### src/rtl/comp_pkg.sv
// Shared types and helpers for the pipelined magnitude comparator.
package comp_pkg;

  typedef enum logic [1:0] {
    CMP_UNSIGNED = 2'd0,
    CMP_SIGNED   = 2'd1,
    CMP_SIGNMAG  = 2'd2,
    CMP_RSVD     = 2'd3
  } comp_mode_e;

  localparam int unsigned DEFAULT_CHUNK = 4;

  typedef struct packed {
    logic less;
    logic equal;
    logic greater;
  } comp_res_t;

  function automatic int unsigned cdiv(input int unsigned a, input int unsigned b);
    return (a + b - 1) / b;
  endfunction

endpackage

### src/rtl/comp_chunk.sv
// Combinational less/equal compare of one CHUNK-bit slice.
module comp_chunk #(
  parameter int unsigned CHUNK = 4
) (
  input  logic [CHUNK-1:0] a,
  input  logic [CHUNK-1:0] b,
  output logic             less_c,
  output logic             equal_c
);

  assign less_c  = (a < b);
  assign equal_c = (a == b);

endmodule

### src/rtl/comp_pipe.sv
// Two-stage elastic magnitude comparator: chunked compare in stage 1,
// priority resolve and sign handling in stage 2.
module comp_pipe
  import comp_pkg::*;
#(
  parameter int unsigned SIZE_DATA = 28,
  parameter int unsigned CHUNK     = DEFAULT_CHUNK
) (
  input  logic                 i_clk,
  input  logic                 i_rst_n,
  input  logic                 i_valid,
  output logic                 o_ready,
  input  logic [SIZE_DATA-1:0] i_data_a,
  input  logic [SIZE_DATA-1:0] i_data_b,
  input  logic [1:0]           i_mode,
  output logic                 o_valid,
  input  logic                 i_ready,
  output logic                 o_less,
  output logic                 o_equal,
  output logic                 o_greater
);

  localparam int unsigned NCHUNK = cdiv(SIZE_DATA, CHUNK);
  localparam int unsigned WEXT   = NCHUNK * CHUNK;
  localparam int unsigned MSB    = SIZE_DATA - 1;

  comp_mode_e           mode_in;
  logic [SIZE_DATA-1:0] tr_a;
  logic [SIZE_DATA-1:0] tr_b;
  logic [WEXT-1:0]      ext_a;
  logic [WEXT-1:0]      ext_b;
  logic [NCHUNK-1:0]    lt_c;
  logic [NCHUNK-1:0]    eq_c;

  logic                 v1;
  logic                 v2;
  logic                 en1;
  logic                 en2;
  logic [NCHUNK-1:0]    lt_q;
  logic [NCHUNK-1:0]    eq_q;
  logic                 sign_a_q;
  logic                 sign_b_q;
  logic                 mz_a_q;
  logic                 mz_b_q;
  comp_mode_e           mode_q;

  logic                 lt_chain;
  logic                 eq_chain;
  comp_res_t            res_c;
  comp_res_t            res_q;

  // Operand transform: reserved mode behaves as unsigned; signed flips MSB; sign-mag drops it
  always_comb begin
    mode_in = (i_mode == 2'b11) ? CMP_UNSIGNED : comp_mode_e'(i_mode);
    tr_a    = i_data_a;
    tr_b    = i_data_b;
    case (mode_in)
      CMP_SIGNED: begin
        tr_a[MSB] = ~i_data_a[MSB];
        tr_b[MSB] = ~i_data_b[MSB];
      end
      CMP_SIGNMAG: begin
        tr_a[MSB] = 1'b0;
        tr_b[MSB] = 1'b0;
      end
      default: ;
    endcase
  end

  assign ext_a = WEXT'(tr_a);
  assign ext_b = WEXT'(tr_b);

  for (genvar g = 0; g < NCHUNK; g++) begin : g_chunk
    comp_chunk #(.CHUNK(CHUNK)) u_chunk (
      .a       (ext_a[g*CHUNK +: CHUNK]),
      .b       (ext_b[g*CHUNK +: CHUNK]),
      .less_c  (lt_c[g]),
      .equal_c (eq_c[g])
    );
  end

  assign en2     = ~v2 | i_ready;
  assign en1     = ~v1 | en2;
  assign o_ready = en1;

  always_ff @(posedge i_clk or negedge i_rst_n) begin
    if (!i_rst_n) begin
      v1       <= 1'b0;
      lt_q     <= '0;
      eq_q     <= '0;
      sign_a_q <= 1'b0;
      sign_b_q <= 1'b0;
      mz_a_q   <= 1'b0;
      mz_b_q   <= 1'b0;
      mode_q   <= CMP_UNSIGNED;
    end else if (en1) begin
      v1 <= i_valid;
      if (i_valid) begin
        lt_q     <= lt_c;
        eq_q     <= eq_c;
        sign_a_q <= i_data_a[MSB];
        sign_b_q <= i_data_b[MSB];
        mz_a_q   <= ~|i_data_a[MSB-1:0];
        mz_b_q   <= ~|i_data_b[MSB-1:0];
        mode_q   <= mode_in;
      end
    end
  end

  // Priority chain from the most significant chunk down
  always_comb begin
    lt_chain = 1'b0;
    eq_chain = 1'b1;
    for (int i = int'(NCHUNK) - 1; i >= 0; i--) begin
      lt_chain = lt_chain | (eq_chain & lt_q[i]);
      eq_chain = eq_chain & eq_q[i];
    end
  end

  always_comb begin
    res_c = '0;
    if (mode_q == CMP_SIGNMAG) begin
      if (mz_a_q && mz_b_q) begin
        res_c.equal = 1'b1;
      end else if (sign_a_q != sign_b_q) begin
        res_c.less    = sign_a_q;
        res_c.greater = ~sign_a_q;
      end else if (sign_a_q) begin
        res_c.less    = ~lt_chain & ~eq_chain;
        res_c.equal   = eq_chain;
        res_c.greater = lt_chain;
      end else begin
        res_c.less    = lt_chain;
        res_c.equal   = eq_chain;
        res_c.greater = ~lt_chain & ~eq_chain;
      end
    end else begin
      res_c.less    = lt_chain;
      res_c.equal   = eq_chain;
      res_c.greater = ~lt_chain & ~eq_chain;
    end
  end

  always_ff @(posedge i_clk or negedge i_rst_n) begin
    if (!i_rst_n) begin
      v2    <= 1'b0;
      res_q <= '0;
    end else if (en2) begin
      v2 <= v1;
      if (v1) begin
        res_q <= res_c;
      end
    end
  end

  assign o_valid   = v2;
  assign o_less    = res_q.less;
  assign o_equal   = res_q.equal;
  assign o_greater = res_q.greater;

endmodule

### config.mk
export PLATFORM = sky130hd
export DESIGN_NAME = comp_pipe
export DESIGN_NICKNAME = d
export VERILOG_FILES = /design/src/rtl/comp_pkg.sv /design/src/rtl/comp_chunk.sv /design/src/rtl/comp_pipe.sv
export SDC_FILE = /design/constraint.sdc
export NUM_CORES = 1
export LEC_CHECK = 0
export BUFFER_PORTS_ARGS = -buffer_cell sky130_fd_sc_hd__buf_4
export CAP_MARGIN = 0
export CORE_MARGIN = 10
export CORE_UTILIZATION = 50
export CTS_CLUSTER_DIAMETER = 200
export DETAILED_ROUTE_END_ITERATION = 8
export PLACE_DENSITY_LB_ADDON = 0.08
export SLEW_MARGIN = 20
export SYNTH_ARGS = -nofsm -noshare
export SYNTH_HDL_FRONTEND = slang
export SYNTH_SLANG_ARGS = --single-unit
### constraint.sdc
create_clock -name i_clk -period 2 [get_ports i_clk]
set_clock_uncertainty 0.1 [all_clocks]
set_input_delay 0.2 -clock i_clk [delete_from_list [all_inputs] [get_ports i_clk]]
set_output_delay 0.2 -clock i_clk [all_outputs]
set_load 0.02 [all_outputs]
; After elaboration in Yosys (flattened, before gate mapping)
; Index checks and enable logic that the tools add are counted.
[word_totals]
ramBits = 0
elab_cells = 77
latchBits = 0
out_inout_bits = 5
mem_bits_ro = 0
inputBits = 62
regBits = 25
n_memories = 0
[op_classes]
n_shift = 0
n_addsub = 0
eq_ne = 12
mul = 0
div = 0
bitwise_logic = 28
mux = 11
n_lt_le_gt_ge = 7
n_reduce_logical = 7
[op_table]
columns = cell, n
row1 = $reduce_or 27->1, 2
row2 = $eq 4x4->1, 7
row3 = $lt 4x4->1, 7
row4 = $and 1x1->1, 13
row5 = $or 1x1->1, 8
row6 = $not 1->1, 7
row7 = $eq 2x2->1 const B, 3
row8 = $mux 1, 6
row9 = $mux 3, 2
row10 = $pmux 1 s2, 2
row11 = $reduce_and 2->1, 2
row12 = $eq 2x1->1 const B, 1
row13 = $logic_not 1->1, 2
row14 = $mux 2, 1
row15 = $logic_and 1x1->1, 1
row16 = $ne 1x1->1, 1

; Longest topological paths before layout
[depth]
depth_word = 13
depth_mapped = 8
depth_no_buf = 8

; By module
; A second synthesis with hierarchy kept.
[unflattened]
cells_unflattened = 212
area_unflattened_um2 = 2014.4
[modules_own_cells]
columns = module, seq_area_each_um2, area_each_um2, cells_each, n_inst
row1 = comp_pipe, 625.6, 1296.2, 114, 1
row2 = comp_chunk, 0.0, 102.6, 14, 7

; Worst setup path after synthesis
; Ideal clock, no wire load.
[synth_timing]
kind = reg2reg
from = register v2 (netlist: o_valid)
to = register mode_q[0]
setup_slack_ns = 0.420
setup_time_ns = 0.125
n_path_buf = 0
stages_incl_launch_ff = 4
synth_period_minus_slack_ns = 1.580
arrival_ns = 1.355
required_ns = 1.775
cell_sequence = dfrtp_1 nand3b_1 nand2_2 mux2_2
[synth_between]
elab_chain_cells = 4
[synth_lines]
columns = element, line_no
row1 = "start, declared", comp_pipe.sv:36  ; logic v2;
row2 = "start signal, assigned", comp_pipe.sv:149  ; v2 <= v1;
row3 = $not 1->1, comp_pipe.sv:82  ; assign en2 = ~v2 | i_ready;
row4 = $or 1x1->1, comp_pipe.sv:82
row5 = $or 1x1->1, comp_pipe.sv:83  ; assign en1 = ~v1 | en2;
row6 = via o_ready, comp_pipe.sv:12  ; output logic o_ready,
row7 = $reduce_and 2->1 (no line), --
row8 = "end signal, assigned", comp_pipe.sv:105  ; mode_q <= mode_in;
row9 = "end, declared", comp_pipe.sv:45  ; comp_mode_e mode_q;
; The timed path passes the listed nets, and every way through them passes these cells.
; A chain may end at the register's enable or synchronous reset.

; Final worst setup path
[layout_timing]
from = register v1
to = register lt_q[6]
[layout_between]
elab_chain_cells = 3
[layout_lines]
columns = element, line_no
row1 = "start, declared", comp_pipe.sv:35  ; logic v1;
row2 = "start signal, assigned", comp_pipe.sv:97  ; v1 <= i_valid;
row3 = $not 1->1, comp_pipe.sv:83
row4 = $or 1x1->1, comp_pipe.sv:83
row5 = $reduce_and 2->1 (no line), --
row6 = "end signal, assigned", comp_pipe.sv:99  ; lt_q <= lt_c;
row7 = "end, declared", comp_pipe.sv:39  ; logic [NCHUNK-1:0] lt_q;
; No other way between the ends.

==> flow_summary.json <==
{
  "worst_skew_pair.late_latency_ns": 0.27,
  "required_ns": 2.08,
  "synthToLayoutAreaGrowth_pct": 31.34,
  "synth-warning-count": 0,
  "status": "finished, final reports clean",
  "p_leak_nw": 1.295,
  "vdd_drop_max_mv": 0.3505,
  "die_h_um": 82.10,
  "hold_viol_final": 0,
  "grt_antenna_before_repair": 0,
  "cp_cell_sequence": "nand3b_1 > nand2_2 > buf_4 > o31ai_1",
  "cpLargestDelayFamily": "simple AND/OR/NAND/NOR gates",
  "clk_pin_slew_worst_paths_ns": 0.09,
  "io_pins": 67,
  "hold_path_class": "in -> reg",
  "fin_area_um2": 2532,
  "cts_buffers": 3,
  "fin_util": 0.6866,
  "cpPeakStageDelay_ns": 0.43,
  "crit_slowest_cell": "dfrtp_1",
  "relSlewSlack": 0.6491,
  "fin_tns_setup_ns": 0,
  "drive_gt1_frac": 0.2918,
  "p_per_area_nw_per_um2": 545.6,
  "vias_per_cell": 5.407,
  "grt_pass1_vias": 1810,
  "drt_wl_total_um": 4936,
  "grt_usage": 0.1423,
  "grt_setup_unrepaired": "no",
  "ctsHtreeMaxLevel": 1,
  "cap_violations": 0,
  "finalSetupViolCount": 0,
  "core_region_area_um2": 3689,
  "cts_tree": "done",
  "cts_sinks": 25,
  "die_width_um": 82.10,
  "clockRootBuffer": "clkbuf_8",
  "finalNetCount": 375,
  "rr_worst_depth": 4,
  "initial_core_util": 0.5227,
  "final_max_slew_viol_count": 0,
  "initialDrtViolationCount": 56,
  "gp_congestion": 0.8977,
  "ys_types": 32,
  "ys_seq_elements": 25,
  "layout_min_cycle_time_ns": 1.613,
  "num_rows": 22,
  "fin_crit_sh": 0.8067,
  "dr.pass1.iters": 4,
  "die-area_um2": 6740,
  "worstHoldEndpoint": "v1",
  "vias": 1779,
  "start_kind": "flip-flop",
  "synthCells": 212,
  "critPathMaxFanout": 24,
  "ant_nets": 0,
  "holdCritStartpoint": "i_valid",
  "avgRoutedWirePerCell_um": 15.00,
  "cts.path.max_buffers": 2,
  "grt_overflow": 0,
  "min_delay_path_depth": 2,
  "reg_top3": "eq_q (7), lt_q (7), mode_q (2)",
  "grt_max_degree": 26,
  "rrSetupSlack_ns": 0.39,
  "r2r_end": "lt_q[6]",
  "timing.rr.start": "v1",
  "worstSetupEndpointType": "flip-flop",
  "drc": 0,
  "dpl-instance-area_um2": 2476,
  "crit_buf_inv": 1,
  "synth-seq-area-share": 0.3245,
  "synth_area_per_cell_um2": 9.095,
  "critPathKind": "reg -> reg",
  "synth_area_um2": 1928,
  "max_freq_mhz": 619.8,
  "cp.arrival_ns": 1.69,
  "hpwl_um": 4387,
  "grt_pass1_wl_um": 7741,
  "synth_nets": 305,
  "tightest_slew_ns": 0.5215,
  "diodes": 0,
  "post_cts_resized": 0,
  "post-cts-setup-buffers": 0,
  "numPortBuffers": 66
}
worst max path at each step:
| stage | from | end | slack, ns | cells past startpoint |
|---|---|---|---|---|
| 2_1_floorplan | o_valid | mode_q[0] | 0.42 | 3 |
| 3_3_place_gp | i_mode[0] | lt_q[6] | 0.32 | 8 |
| 3_5_place_dp | i_mode[0] | lt_q[6] | 0.24 | 9 |
| 4_1_cts | v1 | lt_q[6] | 0.37 | 4 |
| 5_1_grt | v1 | lt_q[6] | 0.25 | 4 |
| 6_report | v1 | lt_q[6] | 0.39 | 4 |
routing by layer:
layer / up-vias / wire length (um) / GRT usage
li1: 906 / - / -
met1: 826 / 2003 / 0.1610
met2: 43 / 2550 / 0.2586
met3: 4 / 349 / 0.04968
met4: 0 / 32 / 0.01701
met5: - / 0 / 0
logic make-up after synthesis:
logic type,Yosys count,synth area share
AOI/OAI and AO/OA,48,0.1804
xor gates and xnor gates,1,0.004543
adders and majority gates,31,0.2012
buffers and inverters,32,0.06424
DFF,25,0.3245
muxes,4,0.02336
and+or+nand+nor,71,0.2018
layout make-up:
type	count	area (um2)
Clock inverter	1	5.005
Timing Repair Buffer	68	513.0
Tap cell	48	60.06
Inverter	29	108.9
Multi-Input combinational cell	155	1179
Clock buffer	3	41.29
Sequential cell	25	625.6
Fill cell	321	1156
layout by cell type, fill, tap and decap left out, types with 2 or more instances in the layout:
cell type	synthesis	final
a2111oi_2	2	2
a211oi_1	2	2
a21boi_0	2	2
a21oi_1	5	5
and3_1	2	2
buf_4	0	67
clkbuf_8	0	3
dfrtp_1	25	25
ha_1	31	31
inv_1	29	29
mux2_2	4	4
nand2_1	21	21
nand2b_1	3	3
nand3_1	4	4
nand4_1	9	9
nor2_1	4	4
nor2b_1	8	8
nor3_1	2	2
nor4_1	12	12
o21a_1	14	14
o21ai_0	10	10
o31ai_1	9	9
cells in the mapped netlist:
cell / instances / share of area
a41oi_1: 1 / 0.0045
a21boi_0: 2 / 0.0078
and4_2: 1 / 0.0052
a21oi_1: 5 / 0.013
nand2b_1: 3 / 0.0097
a211oi_2: 1 / 0.0065
ha_1: 31 / 0.20
and3_1: 2 / 0.0065
inv_1: 29 / 0.056
mux2_2: 4 / 0.023
and2_1: 1 / 0.0032
o21a_1: 14 / 0.055
nor3_1: 2 / 0.0052
nor2b_1: 8 / 0.026
nand4_1: 9 / 0.029
nand4b_1: 1 / 0.0045
nor2_1: 4 / 0.0078
buf_2: 3 / 0.0078
a21o_1: 1 / 0.0039
nand2b_4: 1 / 0.0071
a2111oi_2: 2 / 0.016
nand2_2: 1 / 0.0032
o21ai_0: 10 / 0.026
nand3_1: 4 / 0.010
xor2_1: 1 / 0.0045
o21bai_2: 1 / 0.0058
dfrtp_1: 25 / 0.32
nand2_1: 21 / 0.041
nand3b_1: 1 / 0.0039
a211oi_1: 2 / 0.0078
o31ai_1: 9 / 0.035
nor4_1: 12 / 0.039
power by group:
group | internal [mW] | total (mW) | switching, mW
logic | 0.245 | 0.471 | 0.226
clock network | 0.139 | 0.294 | 0.155
registers | 0.569 | 0.617 | 0.0478
stage by stage:
step	cells	hold WS, ns	setup WS (ns)	power, mW
floorplan	212	-0.1956	0.4204	0.8875
global placement	324	0.01647	0.3239	1.090
detailed placement	324	0.02009	0.2391	1.102
CTS	329	0.06105	0.3675	1.398
global route	329	0.08031	0.2541	1.478
finish	329	0.05854	0.3866	1.382
what timing repair did:
item	CTS	global route
hold buffers	1	0
endpoints found under the setup margin	0	0
hold endpoints to repair	25	0
worst reg2reg max path, delay by kind of cell (launching register included):
| family | cells | cell delay [ns] |
|---|---|---|
| flops | 1 | 0.43 |
| compound gates | 1 | 0.25 |
| simple gates | 2 | 0.45 |
| buf+inv | 1 | 0.30 |
Power figures use the tool's default switching activity.
